### config.mk
export PLATFORM = sky130hd
export DESIGN_NAME = spi_slave_fifo
export DESIGN_NICKNAME = d
export VERILOG_FILES = /design/src/rtl/spi_slave_fifo.sv
export SDC_FILE = /design/constraint.sdc
export NUM_CORES = 1
export LEC_CHECK = 0
export CELL_PAD_IN_SITES_DETAIL_PLACEMENT = 0
export CELL_PAD_IN_SITES_GLOBAL_PLACEMENT = 1
export CORE_UTILIZATION = 48
export CTS_BUF_LIST = sky130_fd_sc_hd__clkbuf_8
export DETAILED_ROUTE_END_ITERATION = 7
export HOLD_SLACK_MARGIN = 0.08
export PLACE_DENSITY_LB_ADDON = 0.1
export REMOVE_ABC_BUFFERS = 1
export SETUP_SLACK_MARGIN = 0.05
export SLEW_MARGIN = 15
export SYNTH_ARGS = -nofsm -noshare
export SYNTH_HDL_FRONTEND = slang
export SYNTH_SLANG_ARGS = --single-unit
### constraint.sdc
create_clock -name clk -period 3.5 [get_ports clk]
set_clock_uncertainty 0.2 [all_clocks]
set_input_delay 0.875 -clock clk [delete_from_list [all_inputs] [get_ports clk]]
set_output_delay 0.875 -clock clk [all_outputs]
set_load 0.005 [all_outputs]
### src/rtl/spi_slave_fifo.sv
// spi_slave_fifo: fabric SPI mode-0 slave. Deframes fixed-length host frames
// into command and data words and returns core results through a TX FIFO.
// Ports:
//   clk, rst_n              system clock, synchronous active-low reset
//   spi_sck/ss/mosi         raw SPI pins (ss active low)
//   spi_miso                registered slave output
//   spi_cmd(_valid)         last command byte, 1-clk update pulse
//   spi_data_out(_valid)    last data word, 1-clk update pulse
//   spi_data_in(_valid)     word pushed into the TX FIFO
//   spi_data_in_ready       TX FIFO not full
module spi_slave_fifo #(
    parameter int DATA_BYTES  = 1,
    parameter int FRAME_BYTES = 4,
    parameter int FIFO_DEPTH  = 16,
    parameter bit LSB_FIRST   = 1'b1
) (
    input  logic                    clk,
    input  logic                    rst_n,
    input  logic                    spi_sck,
    input  logic                    spi_ss,
    input  logic                    spi_mosi,
    output logic                    spi_miso,
    output logic [7:0]              spi_cmd,
    output logic                    spi_cmd_valid,
    output logic [8*DATA_BYTES-1:0] spi_data_out,
    output logic                    spi_data_out_valid,
    input  logic [8*DATA_BYTES-1:0] spi_data_in,
    input  logic                    spi_data_in_valid,
    output logic                    spi_data_in_ready
);
    localparam int W  = 8 * DATA_BYTES;
    localparam int AW = $clog2(FIFO_DEPTH);
    localparam int CW = AW + 1;
    localparam int BW = $clog2(FRAME_BYTES);
    localparam logic [7:0] OP_INIT = 8'h01;
    localparam logic [7:0] OP_READ = 8'h02;
    localparam logic [7:0] OP_CMD  = 8'h03;
    localparam logic [7:0] OP_DATA = 8'h04;
    localparam logic [CW-1:0] FULL_CNT  = CW'(FIFO_DEPTH);
    localparam logic [BW-1:0] LAST_BYTE = BW'(FRAME_BYTES - 1);

    logic [1:0]    sck_sync_q, ss_sync_q, mosi_sync_q;
    logic          sck_prev_q, ss_prev_q;
    logic [2:0]    bit_q, bit_d;
    logic [BW-1:0] byte_q, byte_d;
    logic [7:0]    rx_q, rx_d, op_q, op_d, tx_q, tx_d;
    logic [W-1:0]  acc_q, acc_d, rd_q, rd_d;
    logic          miso_q, miso_d;
    logic [7:0]    cmd_q, cmd_d;
    logic          cmd_vld_q, cmd_vld_d;
    logic [W-1:0]  dout_q, dout_d;
    logic          dout_vld_q, dout_vld_d;
    logic          init_q, init_d, udf_q, udf_d;
    logic          ovf_q, ovf_d, rdy_q, rdy_d;
    logic [AW-1:0] wptr_q, wptr_d, rptr_q, rptr_d;
    logic [CW-1:0] cnt_q, cnt_d;
    logic [W-1:0]  mem_q [FIFO_DEPTH];

    logic          sck_rise, sck_fall, ss_act, ss_fall;
    logic          byte_done, push, pop, flush, full, empty;
    logic [7:0]    rx_byte, status;
    logic [W-1:0]  word;
    int            bidx;

    assign sck_rise  = sck_sync_q[1] & ~sck_prev_q;
    assign sck_fall  = ~sck_sync_q[1] & sck_prev_q;
    assign ss_act    = ~ss_sync_q[1];
    assign ss_fall   = ss_act & ss_prev_q;
    assign byte_done = ss_act & sck_rise & (bit_q == 3'd7);
    assign full      = cnt_q == FULL_CNT;
    assign empty     = cnt_q == '0;
    assign push      = spi_data_in_valid & rdy_q;
    assign rx_byte   = LSB_FIRST ? {mosi_sync_q[1], rx_q[7:1]}
                                 : {rx_q[6:0], mosi_sync_q[1]};
    // Host sees all-zero traffic until the first INIT.
    assign status    = init_q ? {4'b0100, ovf_q, udf_q, full, ~empty}
                              : 8'h00;

    always_comb begin
        bit_d      = bit_q;
        byte_d     = byte_q;
        rx_d       = rx_q;
        op_d       = op_q;
        tx_d       = tx_q;
        acc_d      = acc_q;
        rd_d       = rd_q;
        miso_d     = miso_q;
        cmd_d      = cmd_q;
        cmd_vld_d  = 1'b0;
        dout_d     = dout_q;
        dout_vld_d = 1'b0;
        init_d     = init_q;
        udf_d      = udf_q;
        ovf_d      = ovf_q;
        pop        = 1'b0;
        flush      = 1'b0;
        word       = '0;
        bidx       = int'(byte_q);

        if (!ss_act) begin
            bit_d  = '0;
            byte_d = '0;
        end else if (sck_rise) begin
            rx_d  = rx_byte;
            bit_d = bit_q + 3'd1;
        end

        if (byte_done) begin
            byte_d = (byte_q == LAST_BYTE) ? '0 : byte_q + 1'b1;
            if (byte_q == '0) begin
                op_d = rx_byte;
                if (rx_byte == OP_INIT) begin
                    init_d = 1'b1;
                    flush  = 1'b1;
                end else if (init_q && rx_byte == OP_READ) begin
                    if (empty) begin
                        udf_d = 1'b1;
                    end else begin
                        pop  = 1'b1;
                        word = mem_q[rptr_q];
                    end
                end
                // rd_q drains to zero, which also yields the padding bytes.
                tx_d = word[7:0];
                rd_d = word >> 8;
            end else begin
                if (init_q && op_q == OP_CMD && bidx == 1) begin
                    cmd_d     = rx_byte;
                    cmd_vld_d = 1'b1;
                end
                if (bidx <= DATA_BYTES) begin
                    acc_d[8*(bidx-1) +: 8] = rx_byte;
                    if (init_q && op_q == OP_DATA && bidx == DATA_BYTES) begin
                        dout_d     = acc_d;
                        dout_vld_d = 1'b1;
                    end
                end
                if (byte_q == LAST_BYTE) begin
                    tx_d = status;
                end else begin
                    tx_d = rd_q[7:0];
                    rd_d = rd_q >> 8;
                end
            end
        end

        if (ss_fall) begin
            tx_d   = status;
            miso_d = LSB_FIRST ? status[0] : status[7];
        end else if (ss_act && sck_fall) begin
            // bit_q already points at the next bit after the rise.
            miso_d = LSB_FIRST ? tx_q[bit_q] : tx_q[3'd7 - bit_q];
        end

        wptr_d = wptr_q;
        rptr_d = rptr_q;
        cnt_d  = cnt_q;
        if (flush) begin
            wptr_d = '0;
            rptr_d = '0;
            cnt_d  = '0;
            udf_d  = 1'b0;
            ovf_d  = 1'b0;
        end else begin
            if (spi_data_in_valid && !rdy_q) ovf_d = 1'b1;
            if (push) wptr_d = wptr_q + 1'b1;
            if (pop)  rptr_d = rptr_q + 1'b1;
            cnt_d = cnt_q + CW'(push) - CW'(pop);
        end
        rdy_d = cnt_d != FULL_CNT;
    end

    always_ff @(posedge clk) begin
        if (!rst_n) begin
            sck_sync_q  <= 2'b00;
            ss_sync_q   <= 2'b11;
            mosi_sync_q <= 2'b00;
            sck_prev_q  <= 1'b0;
            ss_prev_q   <= 1'b1;
            bit_q       <= '0;
            byte_q      <= '0;
            rx_q        <= '0;
            op_q        <= '0;
            tx_q        <= '0;
            acc_q       <= '0;
            rd_q        <= '0;
            miso_q      <= 1'b0;
            cmd_q       <= '0;
            cmd_vld_q   <= 1'b0;
            dout_q      <= '0;
            dout_vld_q  <= 1'b0;
            init_q      <= 1'b0;
            udf_q       <= 1'b0;
            ovf_q       <= 1'b0;
            rdy_q       <= 1'b1;
            wptr_q      <= '0;
            rptr_q      <= '0;
            cnt_q       <= '0;
        end else begin
            sck_sync_q  <= {sck_sync_q[0], spi_sck};
            ss_sync_q   <= {ss_sync_q[0], spi_ss};
            mosi_sync_q <= {mosi_sync_q[0], spi_mosi};
            sck_prev_q  <= sck_sync_q[1];
            ss_prev_q   <= ss_sync_q[1];
            bit_q       <= bit_d;
            byte_q      <= byte_d;
            rx_q        <= rx_d;
            op_q        <= op_d;
            tx_q        <= tx_d;
            acc_q       <= acc_d;
            rd_q        <= rd_d;
            miso_q      <= miso_d;
            cmd_q       <= cmd_d;
            cmd_vld_q   <= cmd_vld_d;
            dout_q      <= dout_d;
            dout_vld_q  <= dout_vld_d;
            init_q      <= init_d;
            udf_q       <= udf_d;
            ovf_q       <= ovf_d;
            rdy_q       <= rdy_d;
            wptr_q      <= wptr_d;
            rptr_q      <= rptr_d;
            cnt_q       <= cnt_d;
        end
    end

    always_ff @(posedge clk) begin
        if (rst_n && push && !flush) mem_q[wptr_q] <= spi_data_in;
    end

    assign spi_miso           = miso_q;
    assign spi_cmd            = cmd_q;
    assign spi_cmd_valid      = cmd_vld_q;
    assign spi_data_out       = dout_q;
    assign spi_data_out_valid = dout_vld_q;
    assign spi_data_in_ready  = rdy_q;
endmodule

==> reports/qor.yml <==
outcome:
  status: "finished, final reports clean"
power:
  leakage_nw: 3.53
  p_per_area_mw_per_mm2: 517
  ir_drop_mv: 0.327
clocking:
  cts.path.max_buffers: 3
  clock_latency_ns: 0.53
  cts_resized: 0
  cts_tree: "built"
  clkSinkCount: 212
  cts_inserted_buffers: 35
  post-cts-setup-buffer-count: 0
  postCtsHoldBufs: 0
  cts.clk_slew.worst_paths_ns: 0.06
  cts_root_buf: "clkbuf_8"
  h-tree-depth: 2
synthesis:
  synth_area_leaders: "edfxtp_1, dfxtp_1, mux4_2"
  netlist_area_mm2: 0.00865
  synth.avg_cell_area_um2: 14.3
  ys_seq_area_share_pct: 63.9
  synth_cells: 606
  ys_ff_latch: 212
  async_reset_ff_share_pct: 0
  ys.flop_type: "edfxtp_1"
  synth.distinct_cells: 56
  synth_edf_count: 128
  synth_top_area_cell: "edfxtp_1"
  synth_top_area_share_pct: 44.4
  ys_warn_count: 0
global_route:
  antenna_found_initial: 0
  grtUsageTotal_pct: 20.0
  grt_pass1_vias: 5169
  grt_pass1_wl_mm: 27.4
  grt_max_degree: 27
  gr-total-overflow: 0
timing:
  fin_tns_setup_ns: 0
  setup_viol: 0
  slew_headroom_pct: 43.3
  worst_pin_slew_ns: 0.850
  min_period_ns: 3.29
  timing.final.crit_share_pct: 94.1
  fin_hold_ws_ns: 0.228
  drv_slew: 0
  max_freq_mhz: 304
  hold_violations: 0
  rsz0062_at_grt: "no"
  fin_ws_ns: 0.208
worst_setup_path:
  worstPathCellList: "inv_1 > ha_2 > and4b_1 > nand4_1 > or3_4 > or2_4 > nand2_1 > ha_1 > inv_1 > fa_1 > nand2b_1 > a21oi_2 > nor3_1 > nor3b_2 > nand2_1"
  cp.required_ns: 3.72
  rrSetupSlack_ns: 0.21
  criticalPathCategory: "register to register"
  crit_path_end_kind: "register"
  reg2reg_depth: 15
  max_stage_delay_ns: 0.39
  arrival_ns: 3.51
  critPathLaunchType: "register"
  crit_family: "simple AND/OR/NAND/NOR gates"
  path_buf_inv: 2
  path_max_fanout: 7
  path_depth: 15
  cp_slowest_cell: "fa_1"
final_layout:
  n_antenna_cell: 0
  layout_common_cells: "edfxtp_1, dfxtp_1, nor2_1, buf_4, clkbuf_8"
  final_common_cell: "edfxtp_1"
  layout.nets: 716
  fin_area_mm2: 0.0100
  final_cells: 928
  fillers: 1419
  drive_gt1_share_pct: 18.5
  area_growth_syn_to_layout_pct: 16.0
floorplanning:
  die_w_um: 136
  core_area_mm2: 0.0175
  rows: 48
  start_util_pct: 49.5
  ios: 34
  die_h_um: 136
  die_area_mm2: 0.0186
drt:
  drtIter0Drc: 274
  drt_wl_total_mm: 17.5
  avgRoutedWirePerCell_um: 18.9
  drc: 0
  vias: 5093
  ant_nets: 0
  routed_via_density: 5.49
  dr.pass1.iters: 4
place:
  hpwlAfterDp_mm: 11.9
  numPortBuffers: 33
  dpl.cell_count: 872
  routabilityCongestion: 0.756
  place_ws_ns: 0.0507
  dpl_cell_area_mm2: 0.00938
worst_hold_path:
  hold_path.class: "register to register"
  whs_path_depth: 1
run:
  drv_cap: 0
==> metrics by stage <==
step	power [W]	util, %
after floorplan	0.00308	-
after global placement	0.00322	53.7
after detailed placement	0.00325	53.7
after CTS	0.00525	57.3
after global routing	0.00542	57.4
final	0.00519	57.4
==> cells by family (layout without fill, tap and decap cells) <==
group / Yosys count / count (layout) / synth area share, %
mux: 66 / 66 / 13.0
simple gates: 172 / 172 / 10.3
buf+inv: 50 / 147 / 2.92
flops: 212 / 212 / 63.9
compound gates: 79 / 79 / 6.33
xor+xnor: 10 / 10 / 1.01
fa+ha+maj: 17 / 17 / 2.55
==> cell type report <==
| cell class | count | area [um2] | area share [%] |
|---|---|---|---|
| Clock inverter | 18 | 115 | 1.15 |
| Tap cell | 225 | 282 | 2.80 |
| Clock buffer | 37 | 509 | 5.07 |
| Inverter | 17 | 63.8 | 0.636 |
| Multi-Input combinational cell | 344 | 2890 | 28.8 |
| Sequential cell | 212 | 5530 | 55.0 |
| Timing Repair Buffer | 75 | 652 | 6.49 |
==> Yosys cell counts (3+ instances only) <==
library cell,n
o21ai_0,12
nand2_1,27
mux2_2,8
nand3_1,8
nor3b_1,3
dfxtp_1,84
buf_1,4
nor3_1,16
mux4_1,12
clkbuf_1,11
buf_2,9
xnor2_1,3
xor2_1,7
inv_1,16
mux4_2,21
edfxtp_1,128
mux2i_1,25
nor2_1,66
buf_4,6
a211oi_1,15
a221oi_1,3
and2_1,7
nor2b_1,13
nor4_1,5
a22oi_1,3
a32o_1,3
ha_1,16
nand2b_1,8
a21oi_1,32
==> worst register-to-register path, stage by stage (launching register included) <==
cell	delay (ns)
dfxtp_1	0.36
inv_1	0.08
ha_2	0.21
and4b_1	0.21
nand4_1	0.15
or3_4	0.37
or2_4	0.26
nand2_1	0.06
ha_1	0.16
inv_1	0.06
fa_1	0.39
nand2b_1	0.19
a21oi_2	0.17
nor3_1	0.08
nor3b_2	0.19
nand2_1	0.07
==> layer usage <==
layer / GRT usage [%] / up-vias / share of wire, %
met1: 23.4 / 2516 / 42
met2: 35.7 / 102 / 52
met5: 0 / - / 0
li1: - / 2436 / -
met3: 3.73 / 39 / 3.2
met4: 8.27 / 0 / 2.6
==> path summary, 6_finish.rpt <==
path,startpoint,to
worst max-delay path,byte_q[0]$_SDFFE_PN0P_,spi_data_in_ready$_SDFF_PN1_
worst max register to register,byte_q[0]$_SDFFE_PN0P_,spi_data_in_ready$_SDFF_PN1_
worst min register to register,ss_sync_q[0]$_SDFF_PN1_,ss_sync_q[1]$_SDFF_PN1_
worst min-delay path,ss_sync_q[0]$_SDFF_PN1_,ss_sync_q[1]$_SDFF_PN1_
==> flip-flops by register name, summed over array words and instances (netlist names), 4 cells and up, named ones only <==
name,cells
spi_cmd,8
acc_q,8
op_q,8
spi_data_out,8
mem_q,128
cnt_q,5
tx_q,8
wptr_q,4
rptr_q,4
rx_q,7
==> where the power goes <==
| group | total, W | switching, W | internal, W |
|---|---|---|---|
| registers | 0.00276 | 0.0000446 | 0.00272 |
| logic | 0.000447 | 0.000246 | 0.000201 |
| clock network | 0.00198 | 0.000929 | 0.00105 |
Note: power is estimated with default switching activity, not from simulation.
